### src/rtl/verlet_step_scheduler.sv
// verlet_step_scheduler
//   Sequences one core of NODES Verlet nodes through repeated time steps:
//   HALO exchange -> VERLET integrate pulse -> SETTLE wait -> ITERS rounds of
//   even/odd constraint relaxation -> STEP_END. Counts completed steps and
//   pulses done at the end of a run.
//
//   Optional feature macro: HALO_TIMEOUT_EN
//     defined   : HALO gives up after HALO_TIMEOUT cycles without halo_ack,
//                 sets sticky error and ends the run through DONE.
//     undefined : HALO waits indefinitely, error is tied low.
//
// Ports
//   clk, reset       clock, synchronous active-low reset
//   start            begin a run (IDLE only); latches num_steps
//   stop             graceful stop at the next step boundary
//   num_steps        steps to run, 0 = free-run until stop
//   halo_ack         neighbours have published boundary data
//   halo_req         boundary exchange request (HALO)
//   verlet_en        per-node integrate enable (VERLET)
//   constraint_en    per-node constraint enable (even bits / odd bits)
//   phase            current state code
//   busy             high outside IDLE
//   done             one-cycle pulse in DONE
//   step_count       completed steps in the current/last run
//   error            sticky halo timeout flag
module verlet_step_scheduler #(
    parameter int NODES        = 5,
    parameter int ITERS        = 4,
    parameter int SETTLE       = 2,
    parameter int STEP_W       = 32,
    parameter int HALO_TIMEOUT = 255
) (
    input  logic              clk,
    input  logic              reset,
    input  logic              start,
    input  logic              stop,
    input  logic [STEP_W-1:0] num_steps,
    input  logic              halo_ack,
    output logic              halo_req,
    output logic [NODES-1:0]  verlet_en,
    output logic [NODES-1:0]  constraint_en,
    output logic [2:0]        phase,
    output logic              busy,
    output logic              done,
    output logic [STEP_W-1:0] step_count,
    output logic              error
);

    typedef enum logic [2:0] {
        S_IDLE     = 3'd0,
        S_HALO     = 3'd1,
        S_VERLET   = 3'd2,
        S_SETTLE   = 3'd3,
        S_C_EVEN   = 3'd4,
        S_C_ODD    = 3'd5,
        S_STEP_END = 3'd6,
        S_DONE     = 3'd7
    } state_t;

    localparam int IT_W = $clog2(ITERS + 1);
    localparam int ST_W = $clog2(SETTLE + 1);
    localparam logic [IT_W-1:0] ITER_LAST   = IT_W'(ITERS - 1);
    localparam logic [ST_W-1:0] SETTLE_LOAD = ST_W'(SETTLE - 1);

    // Even/odd node masks: no two adjacent nodes share a phase, so the
    // relaxation never writes both ends of a constraint in one cycle.
    function automatic logic [NODES-1:0] parity_mask(input logic odd);
        logic [NODES-1:0] m;
        m = '0;
        for (int i = 0; i < NODES; i++) m[i] = ((i % 2) == 1) == odd;
        return m;
    endfunction

    localparam logic [NODES-1:0] EVEN_MASK = parity_mask(1'b0);
    localparam logic [NODES-1:0] ODD_MASK  = parity_mask(1'b1);

    state_t            state, next_state;
    logic [STEP_W-1:0] num_steps_q;
    logic [STEP_W-1:0] step_nxt;
    logic              stop_pending;
    logic [IT_W-1:0]   iter_cnt;
    logic [ST_W-1:0]   settle_cnt;
    logic              last_iter;
    logic              run_end;
    logic              halo_expire;

    assign step_nxt  = step_count + STEP_W'(1);
    assign last_iter = (iter_cnt == ITER_LAST);
    // Target of 0 means free-run, so a wrap to 0 never ends the run.
    assign run_end   = stop_pending || ((num_steps_q != '0) && (step_nxt == num_steps_q));

`ifdef HALO_TIMEOUT_EN
    localparam int HT_W = $clog2(HALO_TIMEOUT + 1);
    localparam logic [HT_W-1:0] HALO_LAST = HT_W'(HALO_TIMEOUT - 1);

    logic [HT_W-1:0] halo_cnt;

    // Counts cycles spent in the current HALO visit; the last allowed
    // cycle still accepts halo_ack.
    assign halo_expire = (state == S_HALO) && !halo_ack && (halo_cnt == HALO_LAST);

    always_ff @(posedge clk) begin
        if (!reset)                halo_cnt <= '0;
        else if (state != S_HALO)  halo_cnt <= '0;
        else                       halo_cnt <= halo_cnt + HT_W'(1);
    end

    always_ff @(posedge clk) begin
        if (!reset)                          error <= 1'b0;
        else if (state == S_IDLE && start)   error <= 1'b0;
        else if (halo_expire)                error <= 1'b1;
    end
`else
    assign halo_expire = 1'b0;
    assign error       = 1'b0;
`endif

    // State register
    always_ff @(posedge clk) begin
        if (!reset) state <= S_IDLE;
        else        state <= next_state;
    end

    // Next-state logic
    always_comb begin
        next_state = state;
        unique case (state)
            S_IDLE:     if (start) next_state = S_HALO;
            S_HALO: begin
                if (halo_ack)         next_state = S_VERLET;
                else if (halo_expire) next_state = S_DONE;
            end
            S_VERLET:   next_state = S_SETTLE;
            S_SETTLE:   if (settle_cnt == '0) next_state = S_C_EVEN;
            S_C_EVEN:   next_state = S_C_ODD;
            S_C_ODD:    next_state = last_iter ? S_STEP_END : S_C_EVEN;
            S_STEP_END: next_state = run_end ? S_DONE : S_HALO;
            S_DONE:     next_state = S_IDLE;
        endcase
    end

    // Run bookkeeping: step target, step counter, stop request, loop counters
    always_ff @(posedge clk) begin
        if (!reset) begin
            num_steps_q  <= '0;
            step_count   <= '0;
            stop_pending <= 1'b0;
            iter_cnt     <= '0;
            settle_cnt   <= '0;
        end else begin
            if (state != S_IDLE && stop) stop_pending <= 1'b1;
            unique case (state)
                S_IDLE: if (start) begin
                    num_steps_q  <= num_steps;
                    step_count   <= '0;
                    stop_pending <= 1'b0;
                    iter_cnt     <= '0;
                end
                S_VERLET:   settle_cnt <= SETTLE_LOAD;
                S_SETTLE:   if (settle_cnt != '0) settle_cnt <= settle_cnt - ST_W'(1);
                S_C_ODD:    iter_cnt <= iter_cnt + IT_W'(1);
                S_STEP_END: begin
                    step_count <= step_nxt;
                    iter_cnt   <= '0;
                end
                default: ;
            endcase
        end
    end

    // Output decode of the upcoming state, registered so outputs line up
    // with the state register cycle for cycle.
    logic             halo_req_d, busy_d, done_d;
    logic [NODES-1:0] verlet_en_d, constraint_en_d;

    always_comb begin
        halo_req_d      = (next_state == S_HALO);
        busy_d          = (next_state != S_IDLE);
        done_d          = (next_state == S_DONE);
        verlet_en_d     = (next_state == S_VERLET) ? '1 : '0;
        constraint_en_d = '0;
        if (next_state == S_C_EVEN) constraint_en_d = EVEN_MASK;
        if (next_state == S_C_ODD)  constraint_en_d = ODD_MASK;
    end

    always_ff @(posedge clk) begin
        if (!reset) begin
            phase         <= 3'd0;
            halo_req      <= 1'b0;
            busy          <= 1'b0;
            done          <= 1'b0;
            verlet_en     <= '0;
            constraint_en <= '0;
        end else begin
            phase         <= next_state;
            halo_req      <= halo_req_d;
            busy          <= busy_d;
            done          <= done_d;
            verlet_en     <= verlet_en_d;
            constraint_en <= constraint_en_d;
        end
    end

endmodule
### config.mk
export PLATFORM = sky130hd
export DESIGN_NAME = verlet_step_scheduler
export DESIGN_NICKNAME = d
export VERILOG_FILES = /design/src/rtl/verlet_step_scheduler.sv
export SDC_FILE = /design/constraint.sdc
export NUM_CORES = 1
export LEC_CHECK = 0
export BUFFER_PORTS_ARGS = -buffer_cell sky130_fd_sc_hd__buf_2
export CORE_ASPECT_RATIO = 0.6
export CORE_MARGIN = 1.5
export CORE_UTILIZATION = 35
export CTS_CLUSTER_DIAMETER = 30
export DETAILED_ROUTE_END_ITERATION = 16
export GPL_TIMING_DRIVEN = 0
export PLACE_DENSITY_LB_ADDON = 0.2
export SLEW_MARGIN = 20
export SYNTH_ARGS = -nofsm -noshare
export SYNTH_HDL_FRONTEND = slang
export SYNTH_SLANG_ARGS = --single-unit
### constraint.sdc
create_clock -name clk -period 4.1 [get_ports clk]
set_clock_uncertainty 0.1 [all_clocks]
set_input_delay 0.82 -clock clk [delete_from_list [all_inputs] [get_ports clk]]
set_output_delay 0.82 -clock clk [all_outputs]
set_load 0.1 [all_outputs]
After elaboration in Yosys (flattened, before gate mapping):

Index checks and enable logic that the tools add are counted.

* register bits after elaboration: 86
* latch bits: 0
* memory bits (writable): 0
* ROM bits: 0
* input port bits: 37
* word-level logic and storage cells: 67
* memories kept: 0

* $add $sub $neg: 3
* $mul: 0
* div/mod/pow operators: 0
* magnitude comparators: 0
* equal/unequal tests: 16
* shift-type cells: 0
* mux-type cells: 18
* bitwise logic cells: 1
* reduce and logical (&&, ||, !) cells: 17

Operators by type and width (count)
* 32-bit one-hot mux with 2 select lines: 1
* 32-bit by 1-bit adder with 32-bit output, second input constant: 1
* 32-bit == test: 1
* 32-bit 2-to-1 mux: 1
* 32-bit nonzero test: 1
* 3-bit one-hot mux with 8 select lines: 1
* 3-bit == test, second input constant: 7
* 3-bit 2-to-1 mux: 5
* 3-bit by 2-bit == test with 1-bit output, second input constant: 4
* 5-bit 2-to-1 mux: 2
* 3-bit one-hot mux with 3 select lines: 1
* 3-bit nonzero test: 3
* 2-bit AND reduction: 4
* 3-bit by 1-bit == test with 1-bit output, second input constant: 2
* 2-bit nonzero test: 3
* 2-bit 2-to-1 mux: 2
* 4-bit 2-to-1 mux: 1
* 2-bit inequality test, second input constant: 2
* 2-bit one-hot mux with 2 select lines: 1
* 3-bit by 1-bit adder with 3-bit output, second input constant: 1
* 3-bit logical NOT: 1
* 1-bit 2-to-1 mux: 3
* 1-bit logical AND: 2
* 2-bit logical NOT: 1
* other kinds (4): 4

Depth between registers and ports, before layout:

Gate-level depths: netlist of the first run.

* depth after elaboration: 9
* gate-level depth with buffers: 10
* mapped depth without buffers: 8

Worst setup path before layout of the first run:

No wires, ideal clock.

* kind: flip-flop to flip-flop
* start: reg step_count[0]
* end: reg phase[1]
* library setup time: 0.069 ns
* data arrival time: 3.565 ns
* data required time: 3.931 ns
* slack: 0.367 ns
* stages on the path, launching flop included: 11
* path buffers: 2
* clock period less this slack: 3.733 ns
* path through: dfxtp_1 -> ha_1 -> buf_2 -> nand4_2 -> or4_4 -> buf_6 -> nor2_4 -> mux2i_1 -> or4_1 -> or4_4 -> o21ai_1

* word-level cells in the longest chain between the ends: 6

Ends and longest elaborated chain
* start: declaration: line 45 `output logic [STEP_W-1:0] step_count,`
* start signal: assignment: line 163 `step_count <= step_nxt;`
* 32-bit by 1-bit adder with 32-bit output: line 87 `assign step_nxt = step_count + STEP_W'(1);`
* 32-bit == test: line 90 `assign run_end = stop_pending || ((num_steps_q != '0) && (step_nxt == num_steps_q));`
* 1-bit logical AND: line 90
* 1-bit logical OR: line 90
* 3-bit 2-to-1 mux: line 137 `S_STEP_END: next_state = run_end ? S_DONE : S_HALO;`
* 3-bit one-hot mux with 8 select lines: line 127 `unique case (state)`
* end signal: assignment: line 195 `phase <= next_state;`
* end: declaration: line 42 `output logic [2:0] phase,`

No other way between the ends.
A chain may end at the register's enable or synchronous reset.

Worst setup path in the final report of the first run:

* start: reg step_count[2]
* end: reg done

* word-level cells in the longest chain between the ends: 7

Ends and longest elaborated chain
* 32-bit by 1-bit adder with 32-bit output: line 87
* 32-bit == test: line 90
* 1-bit logical AND: line 90
* 1-bit logical OR: line 90
* 3-bit 2-to-1 mux: line 137
* 3-bit one-hot mux with 8 select lines: line 127
* 3-bit == test: line 179 `done_d = (next_state == S_DONE);`
* end signal: assignment: line 198 `done <= done_d;`
* end: declaration: line 44 `output logic done,`

No other way between the ends.

==> run metrics, run 1 <==
leakage 0.00213 uW; Site Rows 32; Synth Register Bits 79; cell-by-cell trace of the critical path buf_2, nand4_1, nor4_2, a32oi_1, a2111oi_0, o221ai_1, or4_4, o21ai_1; final hold slack 0.388 ns; Final Hold Viols 0; Crit path max-delay family simple AND/OR/NAND/NOR gates; buffer and inverter count on the worst path 1; top cell type's share of synthesized area 34.5%; layout cells sized above 1 18.3%; most common cell after layout, fill and taps aside nand2_1; yosys warns 0; count of different cell masters after synthesis 62; Synth Net Count 664; Req. time, crit path 4.26 ns; worst min path class reg -> reg; die height 91.7 um; Slew @ Worst Pin 0.812 ns; Bufs on Longest Clock Path 2; cell taking the most area after synthesis dfxtp_1; Final Net Count 758; most frequent cells in the layout nand2_1, buf_2, dfxtp_1; critical path data arrival time 3.80 ns; ant diodes 0; CP Class reg -> reg; Starting Density 35.8%; total CTS buffers 9; via/cell ratio 5.50; CTS tree done; io pins 86; DP HPWL 11.7 mm; setup TNS 0 ns; Core Area 12,800 sq um; DIE AREA 13,800 sq um; post-route ant nets 0; Synth area leaders dfxtp_1, nand2_1, a21oi_1, xnor2_1, nor2_1; GP Congestion 0.948; normalized max-slew margin 45.4%; clock-pin slew on the worst setup and hold paths 0.07 ns; cts hold-fix bufs 0; max incr delay on CP 0.76 ns; endpoint type of the worst setup path flip-flop; total number of vias 4,910; DRT iter0 DRCs 481; H-tree depth 3; sequential fraction of the synthesis area 34.5%; CTS Sinks 79; clk root buf clkbuf_16; Final Cycle Share 88.6%; drt pass-1 iters 5; largest net degree at the start of global routing 16; fill cell count 1,350; max-slew violation count 0; Synth Area per Inst 7.37 sq um; DRC Markers 0; Synth Cell Area 4590 sq um; asr flop ratio synth 0%; Worst-Skew Late Latency 0.35 ns; Max Freq 275 MHz; post-CTS sizing 0; vias in the first global route 4,451; register area 1580 sq um; worst-path fanout max 10; # setup viols final 0; cells after synthesis 623; Power Density 362 nW/um^2; slowest stage cell, crit path nor4_2; Multi-input gate area 2720 sq um; RSZ-0062 raised after global routing false; Max IR drop VDD 181 uV; initial antenna violation count 0; minimum clock period 3.63 ns; Post-CTS Setup Inserts 0; maxcap violations 0; CP startpoint kind flip-flop; Post-synth EDFFs 0; first-pass GRT wire length 23.9 mm; port buffer count 83; Layout area overhead 19.8%; wire length per cell 17.3 um; Post-synth top flop dfxtp_1; total wire length 15.4 mm; Die X 151 um; grt ovf 0; status complete, no violations; total routing usage reported by global routing 22.8%
## metrics by stage
stage	instance area [sq um]	utilization, %	instances	worst slack [ns]	total power [uW]
after floorplan	4590	-	623	0.367	1110
after CTS	5500	42.9	892	0.438	1990
final	5500	42.9	892	0.466	1990
after detailed placement	5220	40.7	876	0.483	1220
after global placement	5220	40.7	876	0.416	1210
after global routing	5500	42.9	892	0.185	2070
## path summary, 6_finish.rpt
| check | cells past startpoint | slack [ns] | to | from |
|---|---|---|---|---|
| setup reg to reg | 8 | 0.47 | done$_SDFF_PN0_ | step_count[2]$_SDFFE_PN0P_ |
| setup / recovery | 8 | 0.47 | done$_SDFF_PN0_ | step_count[2]$_SDFFE_PN0P_ |
| hold / removal | 2 | 0.39 | iter_cnt[1]$_SDFFE_PN0P_ | iter_cnt[1]$_SDFFE_PN0P_ |
| hold reg to reg | 2 | 0.39 | iter_cnt[1]$_SDFFE_PN0P_ | iter_cnt[1]$_SDFFE_PN0P_ |
## layout make-up
type	count	area share, %
inverter	12	0.819
buffer	52	4.48
timing repair buffer	83	7.55
clock buffer	9	4.10
sequential	79	28.8
multi-input combinational	480	49.4
clock inverter	7	1.00
tap	170	3.87
## synthesized netlist by cell type, types with 3 or more instances
master	count
buf_2	8
nor4_1	19
a21oi_1	75
ha_1	4
nand2_1	110
xnor2_1	31
a311oi_1	3
nand3b_1	5
nand2b_1	10
a31oi_1	4
buf_4	9
o21ai_0	25
nor3_1	22
nand3_1	21
nand4_1	15
clkbuf_1	33
and2_1	4
or3_1	10
inv_1	11
mux2i_1	3
o211ai_1	3
and3_1	4
dfxtp_1	79
xor2_1	13
nor2_1	50
o2111ai_1	3
or4_1	4
## per-layer routing
layer / track usage (%) / vias up / share of wire [%]
li1: - / 2369 / -
met1: 34.3 / 2315 / 50
met2: 31.0 / 206 / 39
met3: 6.22 / 20 / 9.3
met4: 6.39 / 0 / 1.2
met5: 0 / - / 0
## sequential cells by signal (all words and copies together) (netlist names)
register,count
settle_cnt,2
busy,1
phase,3
num_steps_q,32
verlet_en,1
constraint_en,2
iter_cnt,3
step_count,32
done,1
stop_pending,1
halo_req,1
## cells by family (layout without fill, tap and decap cells)
kind of cell | Yosys count | in the layout | share of synthesized area, %
and+or+nand+nor | 295 | 295 | 32.4
AOI/OAI and AO/OA | 133 | 133 | 16.6
DFF | 79 | 79 | 34.5
buffers and inverters | 64 | 163 | 6.35
xor gates and xnor gates | 44 | 44 | 8.39
adders and majority gates | 4 | 4 | 1.09
muxes | 3 | 3 | 0.654
other | 1 | 1 | 0.0817
## where the power goes
| group | switching [uW] | internal, uW | total, uW |
|---|---|---|---|
| sequential | 39.4 | 801 | 840 |
| clock | 374 | 417 | 791 |
| combinational | 250 | 111 | 361 |
| total | 663 | 1330 | 1990 |
## tightest hold or removal path, stage by stage, from the launching register on
cell and delay, ns:
dfxtp_1 0.32, nand3_1 0.06, a21oi_1 0.06
No activity file was read; power rests on OpenSTA's default activity.
==> run 2: changes to the inputs <==
==> constraint.sdc (replaced) <==
create_clock -name clk -period 4.1 [get_ports clk]
set_clock_uncertainty 0.1 [all_clocks]
set_input_delay 0.205 -clock clk [delete_from_list [all_inputs] [get_ports clk]]
set_output_delay 0.205 -clock clk [all_outputs]
set_load 0.1 [all_outputs]
==> run metrics, run 2 (synthesis results as in run 1) <==
max-slew violation count 0 (unchanged); Starting Density 35.8% (unchanged); port buffer count 83 (unchanged); initial antenna violation count 0 (unchanged); DRT iter0 DRCs 463 (-3.7%); Slew @ Worst Pin 0.838 ns (+0.0259 ns); min-delay src num_steps[23]; CTS tree done; grt ovf 0 (unchanged); Final Cycle Share 89.6% (+1.0 points); max incr delay on CP 0.78 ns (+0.02 ns); endpoint type of the worst setup path flip-flop; post-route ant nets 0 (unchanged); first-pass GRT wire length 24.2 mm (+1.2%); ant diodes 0 (unchanged); io pins 86 (unchanged); H-tree depth 3 (unchanged); setup TNS 0 ns (unchanged); most frequent cells in the layout nand2_1, buf_2, dfxtp_1; maxcap violations 0 (unchanged); worst min path class in -> reg; Multi-input gate area 2720 sq um (unchanged); # setup viols final 0 (unchanged); DIE AREA 13,800 sq um (unchanged); Crit path max-delay family simple AND/OR/NAND/NOR gates; CP endpoint done$_SDFF_PN0_; Core Area 12,800 sq um (unchanged); Site Rows 32 (unchanged); CTS Sinks 79 (unchanged); normalized max-slew margin 43.7% (-1.7 points); wire length per cell 17.0 um (-1.3%); Top Registers num_steps_q x32, step_count x32; layout cells sized above 1 17.7% (-0.54 points); Crit path depth 8 (unchanged); drt pass-1 iters 6 (+1); RSZ-0062 raised after global routing false; via/cell ratio 5.47 (-0.54%); Layout area overhead 24.6%; Psw 664 uW (+0.15%); Final Hold Viols 0 (unchanged); sw frac 33.1% (-0.19 points); reg-to-reg setup timing slack 0.43 ns (-0.04 ns); vias in the first global route 4,536 (+1.9%); critical path data arrival time 3.84 ns (+0.04 ns); R2R cell count 8 (unchanged); clock-pin slew on the worst setup and hold paths 0.07 ns (about the same); cts hold-fix bufs 22 (+22); RR Startpoint step_count[2]$_SDFFE_PN0P_; clock share of power 39.3% (-0.4 points); register area 1580 sq um (unchanged); Req. time, crit path 4.27 ns (about the same); GP Congestion 0.948 (unchanged); Internal Pwr Total 1340 uW (+1.0%); total routing usage reported by global routing 23.0% (+0.21 points); clk root buf clkbuf_16; total CTS buffers 9 (unchanged); most common cell after layout, fill and taps aside nand2_1; Final Net Count 780 (+2.9%); slowest stage cell, crit path nor4_2; die height 91.7 um (unchanged); status complete, no violations; DRC Markers 0 (unchanged); Max Freq 272 MHz (-1.1%); CP Class reg -> reg; r2r endpoint done$_SDFF_PN0_; worst-path fanout max 10 (unchanged); Max IR drop VDD 178 uV (-1.5%); Gate power share 18.9% (+0.8 points); DP HPWL 11.7 mm (unchanged); Bufs on Longest Clock Path 2 (unchanged); Post-CTS Setup Inserts 0 (unchanged); cell-by-cell trace of the critical path buf_2, nand4_1, nor4_2, a32oi_1, a2111oi_0, o221ai_1, or4_4, o21ai_1; CP Launch Point step_count[2]$_SDFFE_PN0P_; post-CTS sizing 0 (unchanged); Power Density 351 nW/um^2 (-3.1%); Worst-Skew Late Latency 0.35 ns (about the same); minimum clock period 3.67 ns (+0.0412 ns); leakage 0.00222 uW (+4.3%); buffer and inverter count on the worst path 1 (unchanged); Die X 151 um (unchanged); total number of vias 5,004 (+1.9%); CP startpoint kind flip-flop; total power 2010 uW (+0.73%); fill cell count 1,327 (-1.7%); Reg power frac 41.9% (-0.3 points); largest net degree at the start of global routing 16 (unchanged); total wire length 15.6 mm (+1.1%)
[run 2: routing by layer]
layer	up-vias	wire length, um	GRT usage [%]
met5	-	0	0
met3	24	1530	6.17
met4	0	197	6.39
met2	225	6140	31.5
met1	2345	7690	34.5
li1	2410	-	-
[run 2: how the worst min path moves through the flow]
stage / end / slack (ns) / depth (start not counted)
2_1_floorplan: num_steps_q[29]$_SDFFE_PN0P_ / 0.24 / 2
3_3_place_gp: num_steps_q[24]$_SDFFE_PN0P_ / 0.35 / 3
4_1_cts: num_steps_q[8]$_SDFFE_PN0P_ / 0.000002 / 3
5_1_grt: num_steps_q[8]$_SDFFE_PN0P_ / 0.006 / 3
6_report: num_steps_q[23]$_SDFFE_PN0P_ / 0.003 / 3
3_5_place_dp: num_steps_q[20]$_SDFFE_PN0P_ / 0.35 / 3
[run 2: power groups by stage]
stage          sequential, uW  clock [uW]  combinational (uW)
3_3_place_gp              855           0                 352
5_1_grt                   845         828                 413
4_1_cts                   839         794                 376
6_report                  840         788                 378
2_1_floorplan             889           0                 217
3_5_place_dp              857           0                 359
[run 2: area by class of cell]
type / instances / share of cell area [%]
Buffer: 52 / 4.31
Clock buffer: 9 / 3.94
Clock inverter: 7 / 0.963
Inverter: 12 / 0.788
Multi-Input combinational cell: 480 / 47.5
Sequential cell: 79 / 27.7
Tap cell: 170 / 3.72
Timing Repair Buffer: 105 / 11.1
[run 2: worst reg2reg max path: stages, from the launching register on]
cell,delay [ns]
dfxtp_1,0.32
buf_2,0.21
nand4_1,0.43
nor4_2,0.78
a32oi_1,0.32
a2111oi_0,0.49
o221ai_1,0.24
or4_4,0.48
o21ai_1,0.22
[run 2: per-stage QoR]
stage / hold slack (ns) / setup slack, ns / utilization, % / area, sq um / cells
after floorplan: 0.241 / 0.367 / - / 4590 / 623
after global placement: 0.348 / 0.416 / 40.7 / 5220 / 876
after detailed placement: 0.353 / 0.483 / 40.7 / 5220 / 876
after CTS: 0.00000239 / 0.438 / 44.6 / 5720 / 914
after global routing: 0.00551 / 0.185 / 44.6 / 5720 / 914
final: 0.00284 / 0.425 / 44.6 / 5720 / 914
